<file path="src/rtl/mcu_block_scheduler_if.sv">
// mcu_block_scheduler_if: source/decoder/downstream handshake and block tag bundle.
interface mcu_block_scheduler_if #(parameter int NUM_CH = 3);
    localparam int CW = $clog2(NUM_CH + 1);
    logic          src_valid;
    logic          src_ready;
    logic          dec_request;
    logic          dec_valid_in;
    logic          dec_valid;
    logic [CW-1:0] dec_ch;
    logic          ds_free;
    logic          blk_valid;
    logic [CW-1:0] blk_comp;
    logic [1:0]    blk_idx;
    logic          blk_mcu_last;
    modport master (
        input  src_valid, dec_request, dec_valid, dec_ch, ds_free,
        output src_ready, dec_valid_in, blk_valid, blk_comp, blk_idx, blk_mcu_last
    );
    modport slave (
        output src_valid, dec_request, dec_valid, dec_ch, ds_free,
        input  src_ready, dec_valid_in, blk_valid, blk_comp, blk_idx, blk_mcu_last
    );
endinterface

</file>
<file path="src/rtl/mcu_block_scheduler.sv">
// mcu_block_scheduler: sequences entropy decoding over a frame with credit flow control and block tagging.
// Optional RESTART_EN macro adds restart_interval input and dc_pred_clr output.
module mcu_block_scheduler #(
    parameter int NUM_CH  = 3,
    parameter int CREDITS = 2,
    parameter int MCU_W   = 16
) (
    input  logic             clk,
    input  logic             rst,
    input  logic             start,
    input  logic [MCU_W-1:0] num_mcus,
    input  logic [2:0]       y_blocks,
`ifdef RESTART_EN
    input  logic [MCU_W-1:0] restart_interval,
    output logic             dc_pred_clr,
`endif
    output logic [MCU_W-1:0] mcu_count,
    output logic             busy,
    output logic             done,
    output logic             seq_err,
    mcu_block_scheduler_if.master bus
);
    localparam int CW = $clog2(NUM_CH + 1);
    typedef enum logic [1:0] {IDLE, RUN, DRAIN, DONE} state_t;
    state_t           state;
    logic [2:0]       credits;
    logic [CW-1:0]    comp;
    logic [1:0]       idx, ylast;
    logic [MCU_W-1:0] nm;
    logic             clr, feed, dv, comp_end, mlast, flast, under, over;
    assign feed     = bus.src_valid && bus.dec_request && state == RUN && credits != 0 && !clr;
    assign bus.dec_valid_in = feed;
    assign bus.src_ready    = feed;
    assign dv       = bus.dec_valid && state == RUN;
    assign comp_end = comp != 0 || idx == ylast;
    assign mlast    = comp_end && comp == CW'(NUM_CH - 1);
    assign flast    = mlast && mcu_count == nm - 1'b1;
    assign under    = dv && !bus.ds_free && credits == 0;
    assign over     = bus.ds_free && !dv && credits == 3'(CREDITS);
    always_ff @(posedge clk or negedge rst) begin
        if (!rst) begin
            state            <= IDLE;
            credits          <= 3'(CREDITS);
            comp             <= '0;
            idx              <= '0;
            ylast            <= '0;
            nm               <= '0;
            mcu_count        <= '0;
            busy             <= 1'b0;
            done             <= 1'b0;
            seq_err          <= 1'b0;
            bus.blk_valid    <= 1'b0;
            bus.blk_comp     <= '0;
            bus.blk_idx      <= '0;
            bus.blk_mcu_last <= 1'b0;
        end else begin
            bus.blk_valid <= 1'b0;
            if (bus.ds_free && !dv && !over)
                credits <= credits + 3'd1;
            else if (dv && !bus.ds_free && !under)
                credits <= credits - 3'd1;
            if (under || over || (bus.dec_valid && state != RUN) || (dv && bus.dec_ch != comp))
                seq_err <= 1'b1;
            case (state)
                IDLE: if (start) begin
                    state     <= RUN;
                    busy      <= 1'b1;
                    nm        <= num_mcus == 0 ? MCU_W'(1) : num_mcus;
                    ylast     <= y_blocks == 3'd2 ? 2'd1 : y_blocks == 3'd4 ? 2'd3 : 2'd0;
                    comp      <= '0;
                    idx       <= '0;
                    mcu_count <= '0;
                    seq_err   <= 1'b0;
                    credits   <= 3'(CREDITS);
                end
                RUN: if (dv) begin
                    bus.blk_valid    <= 1'b1;
                    bus.blk_comp     <= comp;
                    bus.blk_idx      <= idx;
                    bus.blk_mcu_last <= mlast;
                    idx              <= comp_end ? 2'd0 : idx + 2'd1;
                    comp             <= mlast ? '0 : comp_end ? comp + 1'b1 : comp;
                    if (mlast) mcu_count <= mcu_count + 1'b1;
                    if (flast) state <= DRAIN;
                end
                DRAIN: if (credits == 3'(CREDITS)) begin
                    state <= DONE;
                    done  <= 1'b1;
                end
                default: begin
                    state <= IDLE;
                    done  <= 1'b0;
                    busy  <= 1'b0;
                end
            endcase
        end
    end
`ifdef RESTART_EN
    logic [MCU_W-1:0] ri, rcnt;
    assign dc_pred_clr = clr;
    // clr doubles as a one-cycle feed blank so the decoder resets DC prediction before the next MCU
    always_ff @(posedge clk or negedge rst) begin
        if (!rst) begin
            ri   <= '0;
            rcnt <= '0;
            clr  <= 1'b0;
        end else begin
            clr <= 1'b0;
            if (state == IDLE && start) begin
                ri   <= restart_interval;
                rcnt <= '0;
            end else if (dv && mlast) begin
                if (ri != 0 && !flast && rcnt + 1'b1 == ri) begin
                    clr  <= 1'b1;
                    rcnt <= '0;
                end else
                    rcnt <= rcnt + 1'b1;
            end
        end
    end
`else
    assign clr = 1'b0;
`endif
endmodule

</file>
<file path="src/flat_wrapper.sv">
// flat-port wrapper written by rule: the top's interface ports become plain ports
module mcu_block_scheduler_flat 
#(
    parameter int NUM_CH  = 3,
    parameter int CREDITS = 2,
    parameter int MCU_W   = 16
)
  (clk, rst, start, num_mcus, y_blocks, mcu_count, busy, done, seq_err, bus_src_valid, bus_dec_request, bus_dec_valid, bus_dec_ch, bus_ds_free, bus_src_ready, bus_dec_valid_in, bus_blk_valid, bus_blk_comp, bus_blk_idx, bus_blk_mcu_last);
  mcu_block_scheduler_if #(.NUM_CH(NUM_CH)) bus_i ();
  input  logic clk;
  input  logic rst;
  input  logic start;
  input  logic [MCU_W-1:0] num_mcus;
  input  logic [2:0] y_blocks;
  output logic [MCU_W-1:0] mcu_count;
  output logic busy;
  output logic done;
  output logic seq_err;
  input wire logic [$bits(bus_i.src_valid)-1:0] bus_src_valid;
  input wire logic [$bits(bus_i.dec_request)-1:0] bus_dec_request;
  input wire logic [$bits(bus_i.dec_valid)-1:0] bus_dec_valid;
  input wire logic [$bits(bus_i.dec_ch)-1:0] bus_dec_ch;
  input wire logic [$bits(bus_i.ds_free)-1:0] bus_ds_free;
  output wire logic [$bits(bus_i.src_ready)-1:0] bus_src_ready;
  output wire logic [$bits(bus_i.dec_valid_in)-1:0] bus_dec_valid_in;
  output wire logic [$bits(bus_i.blk_valid)-1:0] bus_blk_valid;
  output wire logic [$bits(bus_i.blk_comp)-1:0] bus_blk_comp;
  output wire logic [$bits(bus_i.blk_idx)-1:0] bus_blk_idx;
  output wire logic [$bits(bus_i.blk_mcu_last)-1:0] bus_blk_mcu_last;
  assign bus_i.src_valid = bus_src_valid;
  assign bus_i.dec_request = bus_dec_request;
  assign bus_i.dec_valid = bus_dec_valid;
  assign bus_i.dec_ch = bus_dec_ch;
  assign bus_i.ds_free = bus_ds_free;
  assign bus_src_ready = bus_i.src_ready;
  assign bus_dec_valid_in = bus_i.dec_valid_in;
  assign bus_blk_valid = bus_i.blk_valid;
  assign bus_blk_comp = bus_i.blk_comp;
  assign bus_blk_idx = bus_i.blk_idx;
  assign bus_blk_mcu_last = bus_i.blk_mcu_last;
  mcu_block_scheduler #(.NUM_CH(NUM_CH), .CREDITS(CREDITS), .MCU_W(MCU_W)) u_core (.clk(clk), .rst(rst), .start(start), .num_mcus(num_mcus), .y_blocks(y_blocks), .mcu_count(mcu_count), .busy(busy), .done(done), .seq_err(seq_err), .bus(bus_i));
endmodule
</file>
<file path="config.mk">
export PLATFORM = sky130hd
export DESIGN_NAME = mcu_block_scheduler_flat
export DESIGN_NICKNAME = d
export VERILOG_FILES = /design/src/rtl/mcu_block_scheduler_if.sv /design/src/rtl/mcu_block_scheduler.sv /design/src/flat_wrapper.sv
export SDC_FILE = /design/constraint.sdc
export NUM_CORES = 1
export LEC_CHECK = 0
export BUFFER_PORTS_ARGS = -buffer_cell sky130_fd_sc_hd__buf_4
export CAP_MARGIN = 10
export CORE_UTILIZATION = 55
export CTS_CLUSTER_DIAMETER = 200
export DETAILED_ROUTE_END_ITERATION = 8
export PLACE_DENSITY = 0.86
export SYNTH_ARGS = -nofsm -noshare
export SYNTH_HDL_FRONTEND = slang
export SYNTH_SLANG_ARGS = --single-unit
</file>
<file path="constraint.sdc">
create_clock -name clk -period 3.5 [get_ports clk]
set_input_delay 0.525 -clock clk [delete_from_list [all_inputs] [get_ports clk]]
set_output_delay 0.525 -clock clk [all_outputs]
set_load 0.02 [all_outputs]
</file>
==> results.json, run 1 <==
{
  "cts_buffers": 5,
  "ys_top_cells_by_area": "dfrtp_1 (43%), mux2_2 (7.9%), xnor2_1 (6.2%), xor2_1 (5.6%), nor2_1 (4.4%)",
  "cp_top_family": "simple AND/OR/NAND/NOR gates",
  "worst_pin_slew_ns": 0.857,
  "seq_area_frac_synth": 0.437,
  "syn-mean-instance-area_um2": 9.87,
  "worstPathArrival_ns": 2.95,
  "drc": 0,
  "p_leak_uw": 0.00171,
  "period_share": 0.794,
  "detail_route.first_pass.iterations": 4,
  "yosys.area.top_type": "dfrtp_1",
  "drtAntennaViolNets": 0,
  "synth_top_area_share": 0.428,
  "routed_wl_mm": 6.18,
  "synthToLayoutAreaGrowth_pct": 20.1,
  "irDropWorstVdd_v": 0.000273,
  "initial_utilization": 0.576,
  "die_w_um": 75.6,
  "syn-num-nets": 339,
  "drive_above_1_share": 0.259,
  "slowest_delay_ns": 0.60,
  "ys_ff_latch": 52,
  "fmax_ghz": 0.360,
  "path_cells": "inv_1, ha_1, nor2_1, a211oi_1, nand4_1, nor2_1, nand4_1, xor2_1, nor2_1",
  "diodes": 0,
  "path_max_fanout": 13,
  "crit_top_cell": "nor2_1",
  "die-area_um2": 5720,
  "min_period_ns": 2.78,
  "clkPwrFrac": 0.327,
  "instances_no_fill": 422,
  "final_common_cell": "buf_4",
  "dp_hpwl_mm": 4.60,
  "worst-setup-path-type": "register to register",
  "clock_tree.buffer_depth": 2,
  "antenna_found_initial": 0,
  "fin_skew_ns": 0.00795,
  "yosysUniqueCellTypes": 50,
  "setup.worst_path.start_class": "register",
  "clock_sinks": 52,
  "rsz0062_at_grt": "no",
  "cts_tree": "built",
  "critPathSlowestCell": "a211oi_1",
  "dp.cells": 414,
  "synth_edf_count": 0,
  "p_comb_frac": 0.230,
  "core_area_um2": 5170,
  "first_iter_violations": 157,
  "finalNetCount": 388,
  "synth-main-ff-cell": "dfrtp_1",
  "cp.buffers_inverters": 1,
  "detailroute.via_count": 2376,
  "path_clk_slew_ns": 0.10,
  "via_per_inst": 5.63,
  "track_usage": 0.236,
  "power_uw": 1700,
  "slew_violations": 0,
  "p_sw_uw": 487,
  "postCtsSetupBuffers": 0,
  "worstSkewPairLatency_ns": 0.31,
  "fillers": 391,
  "cts.root.buffer_cell": "clkbuf_8",
  "pre_cts_ws_ns": 0.765,
  "num_io_pins": 55,
  "slew_headroom": 0.427,
  "netlist_instances": 302,
  "port_buffers": 54,
  "wl_per_cell_um": 14.7,
  "sw_frac_of_total": 0.286,
  "status": "completed",
  "globalplace.congestion": 0.864,
  "cts-resized-gates": 0,
  "num_rows": 26,
  "cp_data_required_time_ns": 3.67,
  "grt_overflow_total": 0,
  "finalSetupViolations": 0,
  "setup_ws_ns": 0.721,
  "fp.dieH_um": 75.6,
  "grt_pass1_wl_mm": 10.1,
  "drv_cap": 0,
  "grt_pass1_vias": 2159,
  "hp-class": "input pin to asynchronous set/reset pin",
  "finalSetupTns_ns": 0,
  "endpoint_kind": "register",
  "ys_warn_count": 0,
  "grt_max_degree": 53,
  "power_density_nw_per_um2": 475,
  "synthArstFlopShare": 1.00,
  "htreeDepth": 2,
  "synth_area_um2": 2980,
  "final_cell_mix": "buf_4 (55), dfrtp_1 (51), nor2_1 (35)",
  "ctsHoldBuffers": 0,
  "hold_violations": 0,
  "pwr-share-seq": 0.443,
  "intPower_uw": 1210
}
-- cell type report --
| cell class | instances | area (um2) | area share |
|---|---|---|---|
| multi-input combinational | 225 | 1570 | 0.439 |
| sequential | 52 | 1300 | 0.364 |
| timing repair buffer | 55 | 413 | 0.115 |
| clock inverter | 3 | 90.1 | 0.0252 |
| tap | 70 | 87.6 | 0.0245 |
| clock buffer | 5 | 68.8 | 0.0192 |
| inverter | 12 | 45.0 | 0.0126 |
-- registers in the layout, summed over array words and instances, names as in the netlist --
signal                   cells
u_core.mcu_count            16
u_core.nm                   16
u_core.credits               3
u_core.bus.blk_comp          2
u_core.bus.blk_idx           2
u_core.comp                  2
u_core.idx                   2
u_core.state                 2
u_core.ylast                 2
u_core.bus.blk_mcu_last      1
u_core.bus.blk_valid         1
u_core.busy                  1
u_core.done                  1
u_core.seq_err               1
-- power by group through the flow --
| stage | Sequential, uW | Combinational, uW | Clock, uW |
|---|---|---|---|
| 2_1_floorplan | 785 | 210 | 0 |
| 3_3_place_gp | 758 | 378 | 0 |
| 3_5_place_dp | 761 | 391 | 0 |
| 4_1_cts | 751 | 395 | 563 |
| 5_1_grt | 765 | 435 | 586 |
| 6_report | 753 | 391 | 556 |
-- path summary, 6_finish.rpt --
| kind | startpoint | end | slack, ns | cells after the start |
|---|---|---|---|---|
| min | rst | u_core.nm[14]$_DFFE_PN0P_ | 0.23 | 1 |
| max in group asynchronous | rst | u_core.state[0]$_DFFE_PN0P_ | 2.85 | 1 |
| max | u_core.state[1]$_DFFE_PN0P_ | u_core.mcu_count[13]$_DFFE_PN0P_ | 0.72 | 9 |
| min reg2reg | u_core.bus.blk_mcu_last$_DFFE_PN0P_ | u_core.bus.blk_mcu_last$_DFFE_PN0P_ | 0.50 | 2 |
| max reg2reg | u_core.state[1]$_DFFE_PN0P_ | u_core.mcu_count[13]$_DFFE_PN0P_ | 0.72 | 9 |
| min in group clk | y_blocks[0] | u_core.ylast[0]$_DFFE_PN0P_ | 0.39 | 2 |
-- per-stage QoR --
step	instance area, um2	hold WS (ns)	utilization
after CTS	3580	0.259	0.692
after detailed placement	3420	0.482	0.661
after global routing	3580	0.285	0.692
after floorplan	2980	0.229	-
after global placement	3420	0.478	0.661
final	3580	0.234	0.692
-- cells by family (layout without fill, tap and decap cells) --
group | after synthesis | count (layout) | synth area share
xor+xnor | 40 | 40 | 0.118
buf+inv | 25 | 75 | 0.0357
flops | 52 | 52 | 0.437
compound gates | 39 | 39 | 0.0864
fa+ha+maj | 9 | 9 | 0.0378
simple gates | 114 | 114 | 0.199
mux | 23 | 23 | 0.0864
-- worst register-to-register path, stage by stage, from the launching register on --
cell and delay, ns:
dfrtp_1 0.42, inv_1 0.10, ha_1 0.42, nor2_1 0.10, a211oi_1 0.60, nand4_1 0.26
nor2_1 0.38, nand4_1 0.17, xor2_1 0.15, nor2_1 0.05
-- routing by layer --
metal / track usage / part of all wire / vias up
met1: 0.326 / 0.45 / 1151
met5: 0 / 0 / -
li1: - / - / 1151
met4: 0.0720 / 0.013 / 0
met3: 0.0410 / 0.047 / 8
met2: 0.381 / 0.49 / 66
-- cells in the mapped netlist, types with 3 or more instances --
master	n
dfrtp_1	51
nor2_1	35
mux2_2	21
nand2_1	21
xnor2_1	21
xor2_1	19
inv_1	12
a21oi_1	11
nand3_1	11
nor3_1	10
clkbuf_1	9
ha_1	9
o21ai_0	7
nor2b_1	6
a31oi_1	5
nand2b_1	5
nand4_1	5
nor4_1	4
nand3b_1	3
Power figures use the tool's default switching activity.
==> inputs of run 2 (changes only) <==
ABC_AREA = 1   (was default)
CORE_UTILIZATION = 51   (was 55)
PLACE_DENSITY = 0.83   (was 0.86)
clock period = 2.4 ns   (was 3.5 ns; I/O delays follow)
==> run 2 against run 1 <==
  * Maximum frequency increased by 31%
  * Wire length increased by 30%
  * Worst setup slack worse by 0.44 ns
  * Sequential share of layout area decreased by 2.9 points
==> results.json, run 2 <==
{
  "drv_cap": 0,
  "worst_pin_slew_ns": 0.660,
  "grt_overflow_total": 0,
  "routed_wl_mm": 8.05,
  "first_iter_violations": 244,
  "hp-class": "input pin to asynchronous set/reset pin",
  "irDropWorstVdd_v": 0.000594,
  "whs_ns": 0.0625,
  "globalplace.congestion": 0.909,
  "detailroute.via_count": 3182,
  "endpoint_kind": "register",
  "synthMuxAreaShare": 0,
  "worstSkewPairLatency_ns": 0.31,
  "worst-setup-path-type": "register to register",
  "diodes": 0,
  "yosysUniqueCellTypes": 35,
  "track_usage": 0.257,
  "period_share": 0.881,
  "synthArstFlopShare": 1.00,
  "synth_area_um2": 3310,
  "initial_utilization": 0.525,
  "drive_above_1_share": 0.163,
  "placed_area_um2": 3790,
  "slew_headroom": 0.560,
  "setup.worst_path.start_class": "register",
  "fmax_ghz": 0.473,
  "grt_max_degree": 53,
  "ys_top_cells_by_count": "nand2_1 (148), inv_1 (67), dfrtp_1 (51)",
  "drc": 0,
  "hold_violations": 0,
  "synthToLayoutAreaGrowth_pct": 17.3,
  "wl_per_cell_um": 13.3,
  "cts_buffers": 5,
  "cts.root.buffer_cell": "clkbuf_8",
  "die-area_um2": 6820,
  "drtAntennaViolNets": 0,
  "worstPathArrival_ns": 2.32,
  "postLayoutCellArea_um2": 3880,
  "synthSimpleGateAreaFrac": 0.362,
  "syn-mean-instance-area_um2": 7.00,
  "netlist_instances": 473,
  "synth-main-ff-cell": "dfrtp_1",
  "clock_sinks": 52,
  "slew_violations": 0,
  "num_rows": 29,
  "synth_edf_count": 0,
  "syn-num-nets": 510,
  "num_io_pins": 55,
  "finalSetupViolations": 0,
  "p_leak_uw": 0.00204,
  "fin_skew_ns": 0.00464,
  "grt_pass1_vias": 2938,
  "die_w_um": 82.6,
  "cp_data_required_time_ns": 2.61,
  "port_buffers": 54,
  "synth_fa_ha_area_frac": 0.0340,
  "ys_ff_latch": 52,
  "clock_tree.buffer_depth": 2,
  "ys_top_cells_by_area": "dfrtp_1 (39%), nand2_1 (17%), inv_1 (7.6%), nor2_1 (5.4%), nand3_1 (3.6%)",
  "core_area_um2": 6310,
  "final_common_cell": "nand2_1",
  "status": "completed",
  "final_cell_mix": "nand2_1 (148), inv_1 (67), buf_4 (57)",
  "power_density_nw_per_um2": 1060,
  "yosys.area.top_type": "dfrtp_1",
  "path_max_fanout": 6,
  "dp_hpwl_mm": 6.10,
  "synth_compound_area_frac": 0.0823,
  "path_clk_slew_ns": 0.09,
  "seq_area_frac_synth": 0.393,
  "via_per_inst": 5.26,
  "ys_warn_count": 0,
  "min_period_ns": 2.11,
  "detail_route.first_pass.iterations": 4,
  "cts_tree": "built",
  "synth_top_family_by_area": "simple AND/OR/NAND/NOR gates",
  "synth-xor-area-share": 0.0370,
  "antenna_found_initial": 0,
  "htreeDepth": 2,
  "fp.dieH_um": 82.6,
  "post-synth-top-count-cell": "nand2_1",
  "finalNetCount": 564,
  "synth_top_area_share": 0.385,
  "reg_top3": "u_core.mcu_count (16), u_core.nm (16), u_core.credits (3)",
  "finalSetupTns_ns": 0,
  "grt_pass1_wl_mm": 13.1,
  "rsz0062_at_grt": "no"
}
## run 2: cell types whose count changed after synthesis, moves of 10 or more
cell / delta
a21oi_1: +10
inv_1: +55
mux2_2: -21
nand2_1: +127
nand3_1: +13
nor2_1: +13
o21ai_0: +14
xnor2_1: -16
xor2_1: -10
## run 2: power by group
group          leakage [uW]  switching [uW]  total [uW]  internal (uW)
clock network     0.0000404             306         513            207
registers          0.000672             301        1480           1180
logic               0.00133            1350        2110            764
total               0.00204            1950        4100           2150
## run 2: layout make-up
type,instances,area [um2]
multi-input combinational,343,1710
inverter,68,256
tap,77,96.3
clock buffer,5,68.8
clock inverter,3,23.8
fill,585,2430
sequential,52,1300
timing repair buffer,57,428
## run 2: worst max-delay path, stage by stage, from the launching register on
cell	delay, ns
dfrtp_1	0.44
inv_1	0.09
ha_1	0.26
nand2_1	0.19
nor2_4	0.19
nand2_1	0.07
nand2_1	0.07
nand2_1	0.04
nor2_1	0.09
nand3_1	0.13
o21ai_2	0.21
nand2_1	0.10
nand2_1	0.08
nand2_1	0.05
## run 2: cell families after synthesis
logic type	count (synthesis)
buf+inv	78
compound gates	51
xor+xnor	14
fa+ha+maj	9
flops	52
simple gates	269
## run 2: per-stage QoR
step | power (uW) | setup WS [ns] | utilization | std cells
3_5_place_dp | 3560 | 0.270 | 0.600 | 597
2_1_floorplan | 2960 | 0.527 | - | 473
4_1_cts | 4100 | 0.221 | 0.615 | 605
6_report | 4100 | 0.286 | 0.615 | 605
3_3_place_gp | 3470 | 0.376 | 0.600 | 597
5_1_grt | 4500 | 0.0398 | 0.615 | 605
## run 2: routing by layer
| layer | global-route usage | vias up | wire length (um) |
|---|---|---|---|
| met4 | 0.0707 | 0 | 164 |
| met5 | 0 | - | 0 |
| met3 | 0.0527 | 20 | 398 |
| li1 | - | 1601 | - |
| met2 | 0.461 | 101 | 4060 |
| met1 | 0.311 | 1460 | 3420 |
## run 2: repair_timing
action,CTS,global route
setup buffers,0,0
gates resized for setup,0,1
hold buffers,0,0
setup endpoints to repair,0,2
## run 2: final timing paths
check                                                       start                                 to  slack [ns]  cells past startpoint
worst max-delay path                     u_core.nm[0]$_DFFE_PN0P_        u_core.state[0]$_DFFE_PN0P_        0.29                     13
worst min-delay path                                          rst    u_core.mcu_count[9]$_DFFE_PN0P_        0.06                      1
worst max register to register           u_core.nm[0]$_DFFE_PN0P_        u_core.state[0]$_DFFE_PN0P_        0.29                     13
min in group clk                                     num_mcus[12]          u_core.nm[12]$_DFFE_PN0P_        0.24                      3
max in group asynchronous                                     rst    u_core.mcu_count[4]$_DFFE_PN0P_        1.88                      1
worst min register to register  u_core.bus.blk_idx[1]$_DFFE_PN0P_  u_core.bus.blk_idx[1]$_DFFE_PN0P_        0.50                      2
